### config.mk
export PLATFORM = sky130hd
export DESIGN_NAME = mem_loader
export DESIGN_NICKNAME = d
export VERILOG_FILES = /design/src/rtl/mem_loader.sv
export SDC_FILE = /design/constraint.sdc
export NUM_CORES = 1
export LEC_CHECK = 0
export BUFFER_PORTS_ARGS = -buffer_cell sky130_fd_sc_hd__buf_2
export CAP_MARGIN = 15
export CORE_MARGIN = 10
export CORE_UTILIZATION = 30
export DETAILED_ROUTE_END_ITERATION = 8
export GPL_TIMING_DRIVEN = 0
export SLEW_MARGIN = 15
export SYNTH_ARGS = -nofsm -noshare
export SYNTH_HDL_FRONTEND = slang
export SYNTH_SLANG_ARGS = --single-unit
### constraint.sdc
create_clock -name i_clk -period 2.3 [get_ports i_clk]
set_input_delay 0.23 -clock i_clk [delete_from_list [all_inputs] [get_ports i_clk]]
set_output_delay 0.23 -clock i_clk [all_outputs]
set_load 0.1 [all_outputs]
### src/rtl/mem_loader.sv
// mem_loader: assembles little-endian byte streams into NB_DATA-bit words and
// writes them to consecutive memory addresses until a terminator word is seen
// or the address range is exhausted.
module mem_loader #(
    parameter int                 NB_DATA    = 32,
    parameter int                 N_ADDRESS  = 64,
    parameter int                 NB_ADDRESS = $clog2(N_ADDRESS),
    parameter logic [NB_DATA-1:0] HALT_WORD  = 32'hFFFFFFFF
) (
    input  logic                  i_clk,
    input  logic                  i_reset,
    input  logic                  i_start,
    input  logic [7:0]            i_rx_data,
    input  logic                  i_rx_valid,
    output logic [NB_DATA-1:0]    o_w_data,
    output logic [NB_ADDRESS-1:0] o_w_addr,
    output logic                  o_w_en,
    output logic                  o_busy,
    output logic                  o_done,
    output logic                  o_full,
    output logic [NB_ADDRESS:0]   o_word_count
);

    // Highest writable address; the address counter saturates here.
    localparam logic [NB_ADDRESS-1:0] LAST_ADDR = NB_ADDRESS'(N_ADDRESS - 1);
    localparam logic [NB_ADDRESS-1:0] ADDR_ONE  = NB_ADDRESS'(1);
    localparam logic [NB_ADDRESS:0]   CNT_ONE   = (NB_ADDRESS + 1)'(1);

    typedef enum logic [1:0] {
        IDLE = 2'd0,
        LOAD = 2'd1,
        DONE = 2'd2
    } state_t;

    state_t                  state;
    state_t                  next_state;
    logic                    start_load;

    // Byte lane pointer and partially assembled word.
    logic [1:0]              byte_cnt;
    logic [NB_DATA-1:0]      word_p0;
    logic [NB_DATA-1:0]      asm_word;
    logic                    capture;
    logic                    word_complete;

    // Address of the next word to be written.
    logic [NB_ADDRESS-1:0]   addr;

    // Termination conditions evaluated on the word currently being written.
    logic                    halt_hit;
    logic                    last_hit;

    assign capture       = (state == LOAD) && i_rx_valid;
    assign word_complete = capture && (byte_cnt == 2'd3);
    assign halt_hit      = o_w_en && (o_w_data == HALT_WORD);
    assign last_hit      = o_w_en && (o_w_addr == LAST_ADDR);

    // Merge the incoming byte into its lane of the partially assembled word.
    always_comb begin
        asm_word = word_p0;
        asm_word[{byte_cnt, 3'b000} +: 8] = i_rx_data;
    end

    // State register.
    always_ff @(posedge i_clk) begin
        if (i_reset) begin
            state <= IDLE;
        end else begin
            state <= next_state;
        end
    end

    // Next-state logic and state-decoded status outputs.
    always_comb begin
        next_state = state;
        start_load = 1'b0;
        o_busy     = 1'b0;
        o_done     = 1'b0;
        case (state)
            IDLE: begin
                if (i_start) begin
                    next_state = LOAD;
                    start_load = 1'b1;
                end
            end
            LOAD: begin
                o_busy = 1'b1;
                // The load ends on the edge that closes the write cycle, so
                // o_busy stays high while the final word is presented.
                if (halt_hit || last_hit) begin
                    next_state = DONE;
                end
            end
            DONE: begin
                o_done = 1'b1;
                if (i_start) begin
                    next_state = LOAD;
                    start_load = 1'b1;
                end
            end
            default: begin
                next_state = IDLE;
            end
        endcase
    end

    // Byte assembly, write-port register, address and word counters.
    always_ff @(posedge i_clk) begin
        if (i_reset) begin
            byte_cnt     <= 2'd0;
            word_p0      <= '0;
            addr         <= '0;
            o_w_data     <= '0;
            o_w_addr     <= '0;
            o_w_en       <= 1'b0;
            o_word_count <= '0;
            o_full       <= 1'b0;
        end else begin
            o_w_en <= 1'b0;
            if (start_load) begin
                // A byte arriving with the start request is deliberately dropped.
                byte_cnt     <= 2'd0;
                addr         <= '0;
                o_word_count <= '0;
                o_full       <= 1'b0;
            end else begin
                if (capture) begin
                    byte_cnt <= byte_cnt + 2'd1;
                    word_p0  <= asm_word;
                end
                if (word_complete) begin
                    o_w_data     <= asm_word;
                    o_w_addr     <= addr;
                    o_w_en       <= 1'b1;
                    o_word_count <= o_word_count + CNT_ONE;
                    if (addr != LAST_ADDR) begin
                        addr <= addr + ADDR_ONE;
                    end
                end
                // Terminator has precedence over the address limit.
                if (last_hit && !halt_hit) begin
                    o_full <= 1'b1;
                end
            end
        end
    end

endmodule

==> results of run 1 <==
worst min-delay path by stage:
stage | start | end | slack [ps] | depth (start not counted)
after floorplan | i_rx_data[7] | o_w_data[31]$_SDFFE_PP0P_ | 370 | 2
after global placement | o_w_data[29]$_SDFFE_PP0P_ | o_w_data[29]$_SDFFE_PP0P_ | 460 | 2
after detailed placement | o_w_addr[2]$_SDFFE_PP0P_ | o_w_addr[2]$_SDFFE_PP0P_ | 460 | 2
after CTS | i_rx_data[0] | o_w_data[24]$_SDFFE_PP0P_ | 220 | 3
after global routing | i_rx_data[4] | o_w_data[28]$_SDFFE_PP0P_ | 240 | 3
final | i_rx_data[7] | o_w_data[31]$_SDFFE_PP0P_ | 220 | 3
layout by cell type, fill, tap and decap left out, types with 10 or more instances in the layout:
| master | count |
|---|---|
| a21oi_1 | 33 |
| nor2_1 | 65 |
| dfxtp_1 | 81 |
| nand4_1 | 10 |
| nand2_1 | 41 |
| a211oi_1 | 38 |
| buf_2 | 75 |
| clkbuf_1 | 13 |
| nor2b_1 | 18 |
through the flow:
step	hold slack, ps	area (um^2)	worst slack [ps]
floorplan	366.0	3396	69.48
global placement	458.7	3871	323.2
detailed placement	461.8	3871	324.7
CTS	218.1	4184	315.2
global route	235.1	4184	122.6
finish	223.7	4184	293.0
sequential cells by signal, summed over array words and instances (netlist names):
register,cells
o_w_data,32
word_p0,24
o_word_count,7
addr,6
o_w_addr,6
byte_cnt,2
state,2
o_full,1
o_w_en,1
cell families after synthesis:
kind of cell / Yosys count / synth area share [%]
multiplexers: 1 / 0.2950
flip-flops: 81 / 47.79
AO/OA/AOI/OAI: 95 / 18.88
AND/OR/NAND/NOR: 163 / 23.56
buffers and inverters: 32 / 4.314
adder cells (fa/ha/maj): 7 / 2.581
XOR/XNOR: 10 / 2.581
cell usage after synthesis (2+ instances only):
library cell / n / area share, %
a211oi_1: 38 / 8.4
a21oi_1: 33 / 4.9
a221oi_1: 6 / 1.5
a22oi_1: 9 / 2.0
and2_1: 2 / 0.37
and3_1: 3 / 0.55
buf_2: 15 / 2.2
clkbuf_1: 11 / 1.2
dfxtp_1: 81 / 48
ha_1: 7 / 2.6
inv_1: 4 / 0.44
nand2_1: 41 / 4.5
nand3_1: 4 / 0.59
nand4_1: 10 / 1.8
nor2_1: 65 / 7.2
nor2b_1: 19 / 3.5
nor3_1: 5 / 0.74
nor3_4: 2 / 0.96
nor4_1: 4 / 0.74
o211ai_1: 3 / 0.66
o21ai_0: 3 / 0.44
xnor2_1: 2 / 0.52
xor2_1: 8 / 2.1
final cells by class:
cell class	instances	area, um^2
Sequential cell	81	1622
Timing Repair Buffer	60	300.3
Multi-Input combinational cell	276	1628
Clock inverter	5	80.08
Buffer	27	127.6
Clock buffer	11	232.7
Inverter	5	18.77
Fill cell	1112	6751
Tap cell	140	175.2
report_power, final:
group | total [uW] | switching, uW | internal (uW)
logic | 195 | 134 | 60.4
clock network | 1510 | 565 | 949
registers | 1440 | 13.4 | 1430
total | 3150 | 713 | 2440
worst min-delay path, stage by stage:
cell     delay [ps]
buf_2           150
nand2_1          70
a21oi_1          50
per-layer routing:
metal,GRT usage [%],up-vias
met3,2.749,16
met2,20.11,102
met4,6.899,0
li1,-,1513
met5,0,-
met1,16.02,1494
==> results.toml, run 1 <==
[global_route]
antenna_found_initial = 0
grt_pass1_vias = 2930
grt_start_max_net_pins = 14
grtUsageTotal_pct = 12.80
grt_pass1_wl_um = 16480
grt-ovfl-total = 0

[routing]
drt_iter0_drc = 295
drc = 0
avgRoutedWirePerCell_um = 17.23
highest_layer = "met4"
wirelength_um = 10430
routed-wl-met2_um = 4898
ant_nets = 0
wl_met1_um = 4487
met3RoutedLength_um = 802
drtPass1Iterations = 4
via_count = 3125
vias_per_cell = 5.165

[timing]
finalMaxSlewViolations = 0
slew_headroom_pct = 61.29
fin_crit_ps = 2007
finalSetupTns_ps = 0
setup_viol = 0
skew_ps = 5.276
max_freq_mhz = 498.3
worst_pin_slew_ps = 580.7
period_share_pct = 87.26
hold_viol_final = 0
rsz0062_at_grt = "false"

[layout]
drive_gt1_share_pct = 21.29
final_util_pct = 38.26
syn2layout_area_growth_pct = 23.30
layout.cells.non_filler = 605
finalNetCount = 479
n_antenna_cell = 0

[clock_network]
cts_root_buffer = "clkbuf_16"
cts_tree = "built"
cts_hold_buffers = 0
cts_max_level = 3
clock-sinks = 81
post_cts_buffers = 0
clk_latency_ps = 340
path_clk_slew_ps = 60
cts_resized = 0
clockBufferDepth = 2
cts-buffers-inserted = 9

[synth]
ys_types = 37
ys_seq_elements = 81
ys_async_sr_fraction_pct = 0
synth-edff-count = 0
syn-num-nets = 408
synth_warnings = 0
ys_seq_area_share_pct = 47.79
synth_cells = 389
synthesis.area_um2 = 3393
synth_ff_type = "dfxtp_1"
syn_avg_cell_area_um2 = 8.723

[worst_setup_path]
cp_data_required_time_ps = 2570
worst_path_largest_cell_delay_ps = 510
r2r_slack_ps = 290
cpMaxStageDelayCell = "dfxtp_1"
critPathKind = "flip-flop to flip-flop"
r2r.worst_path.cells = 7
crit_family = "simple AND/OR/NAND/NOR gates"
critPathCaptureType = "flip-flop"
crit_chain = "inv_2 -> ha_1 -> nor4bb_1 -> buf_2 -> and2_1 -> a22oi_1 -> nor2_1"
crit_fanout = 9
startpoint_type = "flip-flop"
crit_end = "word_p0[19]$_SDFFE_PP0P_"
crit_buf_inv = 2
r2r_start = "byte_cnt[0]$_SDFFE_PP0P_"
cp.depth = 7
r2r-end = "word_p0[19]$_SDFFE_PP0P_"
crit_arrival_ps = 2280
startpoint = "byte_cnt[0]$_SDFFE_PP0P_"

[power]
leakage_uw = 0.001633
power_density_nw_per_um2 = 752.8
vdd_drop_max_uv = 387.4
p_total_uw = 3150

[placed_design]
gp_congestion = 0.8614
placed_cells = 589
dp_hpwl_um = 7711
io_buffer_count = 60

[status]
status = "completed"

[floorplan]
dieArea_um2 = 15960
rows = 38
coreArea_um2 = 10940
die_w_um = 126.4
io_pins = 61
start_util_pct = 31.03
die_h_um = 126.4

[flow_run]
maxCapViolCount = 0

[hold_path]
hold_class = "primary input to flip-flop"
Power figures use the tool's default switching activity.
==> run 2, diff against run 1 <==
Settings changed: CELL_PAD_IN_SITES_DETAIL_PLACEMENT from default to 2, CELL_PAD_IN_SITES_GLOBAL_PLACEMENT from default to 2, PLACE_DENSITY_LB_ADDON from default to 0.1.
==> run 2 against run 1 <==
  * Sequential share of layout area rose by 0.17 points
  * Final area fell by 0.45%
  * Fmax fell by 7.1%
  * Utilization fell by 0.17 points
  * Die area did not move
  * Clock-buffer cell count rose by 3
  * Largest power group is now registers
  * Clock skew fell by 1.2 ps
==> results.toml, run 2 (same netlist as run 1, synthesis figures left out) <==
[routing]
drc = 0
drtPass1Iterations = 4
drt_iter0_drc = 140
ant_nets = 0
wirelength_um = 12520
avgRoutedWirePerCell_um = 20.70
vias_per_cell = 5.238
via_count = 3169

[timing]
fin_crit_ps = 2161
setup_viol = 0
worst_slack_ps = 138.7
max_freq_mhz = 462.7
finalMaxSlewViolations = 0
period_share_pct = 93.97
slew_headroom_pct = 61.17
rsz0062_at_grt = "false"
skew_ps = 4.055
worst_pin_slew_ps = 582.4
hold_viol_final = 0
finalSetupTns_ps = 0

[floorplan]
io_pins = 61
die_h_um = 126.4
start_util_pct = 31.03
rows = 38
dieArea_um2 = 15960
coreArea_um2 = 10940
die_w_um = 126.4

[worst_setup_path]
crit_arrival_ps = 2440
r2r-end = "word_p0[21]$_SDFFE_PP0P_"
r2r_start = "byte_cnt[0]$_SDFFE_PP0P_"
critPathKind = "flip-flop to flip-flop"
cp_data_required_time_ps = 2580
startpoint_type = "flip-flop"
r2r.worst_path.cells = 7
r2r_slack_ps = 140
critPathCaptureType = "flip-flop"
crit_fanout = 9

[power]
power_density_nw_per_um2 = 734.6
p_seq_share_pct = 47.1
p_clk_share_pct = 46.4
netSwitchingFraction_pct = 23.72
leakage_uw = 0.001636
p_int_uw = 2334
switchingPower_uw = 725.8
vdd_drop_max_uv = 288.2
power_frac_comb_pct = 6.5

[clock_network]
cts-buffers-inserted = 9
clock-sinks = 81
cts_hold_buffers = 0
cts_root_buffer = "clkbuf_16"
clk_latency_ps = 340
post_cts_buffers = 0
cts_max_level = 3
cts_resized = 0
cts_tree = "built"
path_clk_slew_ps = 60
clockBufferDepth = 2

[layout]
syn2layout_area_growth_pct = 22.75
fillers = 1253
final_util_pct = 38.09
n_antenna_cell = 0
top_regs = "o_w_data: 32 flops, word_p0: 24 flops, o_word_count: 7 flops"
final_common_cell = "dfxtp_1"
fin_area_um2 = 4165
largest_reg_flops = 32
most-common-layout-cells = "81 x dfxtp_1, 75 x buf_2, 65 x nor2_1"
largest_register = "o_w_data"
drive_gt1_share_pct = 21.51
finalNetCount = 479

[placed_design]
gp_congestion = 0.7615
dpl-instance-area_um2 = 3871
dp_hpwl_um = 9330
preCtsSetupSlack_ps = 183.7
io_buffer_count = 60

[hold_path]
min_to = "o_w_data[25]$_SDFFE_PP0P_"
hold_class = "primary input to flip-flop"
min_path_cells = 3
hp-start = "i_rx_data[1]"

[global_route]
grt_pass1_vias = 3407
antenna_found_initial = 0
grt-ovfl-total = 0
grt_start_max_net_pins = 13
grt_pass1_wl_um = 19910
grtUsageTotal_pct = 15.81

[flow_run]
maxCapViolCount = 0

[status]
status = "completed"
-- run 2: cell types whose count changed in the layout (fill, tap and decap cells not counted), sizes merged --
cell	change
bufinv	-2
clkinv	+1
clkbuf	+3
clkinvlp	-2
-- run 2: layout make-up --
| cell class | count | area (um^2) | share of cell area (%) |
|---|---|---|---|
| multi-input cells | 276 | 1628 | 39.08 |
| plain buffers | 27 | 127.6 | 3.064 |
| flip-flops and latches | 81 | 1622 | 38.93 |
| clock buffers | 14 | 284.0 | 6.819 |
| well taps | 140 | 175.2 | 4.205 |
| repair buffers | 60 | 300.3 | 7.209 |
| inverters | 5 | 18.77 | 0.4506 |
| clock inverters | 2 | 10.01 | 0.2403 |
-- run 2: per-stage QoR --
step                cells  power (uW)  hold slack [ps]
finish                605        3060            220.5
global route          605        3195            233.8
CTS                   605        3104            213.3
detailed placement    589        1672            464.4
global placement      589        1665            460.5
floorplan             389        1595            366.0
-- run 2: worst max path at each step --
stage / startpoint / endpoint / slack (ps) / depth (start not counted)
after floorplan: state[1]$_SDFFE_PP0P_ / state[1]$_SDFFE_PP0P_ / 70 / 3
after global placement: byte_cnt[0]$_SDFFE_PP0P_ / word_p0[23]$_SDFFE_PP0P_ / 260 / 7
after detailed placement: byte_cnt[0]$_SDFFE_PP0P_ / word_p0[19]$_SDFFE_PP0P_ / 180 / 7
after CTS: byte_cnt[0]$_SDFFE_PP0P_ / word_p0[23]$_SDFFE_PP0P_ / 150 / 7
after global routing: byte_cnt[0]$_SDFFE_PP0P_ / word_p0[19]$_SDFFE_PP0P_ / 10 / 7
final: byte_cnt[0]$_SDFFE_PP0P_ / word_p0[21]$_SDFFE_PP0P_ / 140 / 7
-- run 2: critical path, cell delays in order (launching register included) --
cell,delay [ps]
dfxtp_1,530
inv_2,130
ha_1,440
nor4bb_1,230
buf_2,260
and2_1,300
a22oi_1,100
nor2_1,110
-- run 2: metal layers --
| layer | GRT usage, % | vias to the layer above | part of all wire, % |
|---|---|---|---|
| met5 | 0 | - | 0 |
| met4 | 4.622 | 0 | 1.1 |
| met3 | 4.040 | 8 | 5.0 |
| met2 | 25.94 | 59 | 50 |
| met1 | 19.94 | 1583 | 44 |
| li1 | - | 1519 | - |
-- run 2: power by group through the flow --
stage	sequential, uW	clock (uW)	combinational (uW)
6_report	1440	1420	198
4_1_cts	1440	1460	202
3_5_place_dp	1470	0	200
5_1_grt	1440	1530	222
2_1_floorplan	1470	0	128
3_3_place_gp	1470	0	196
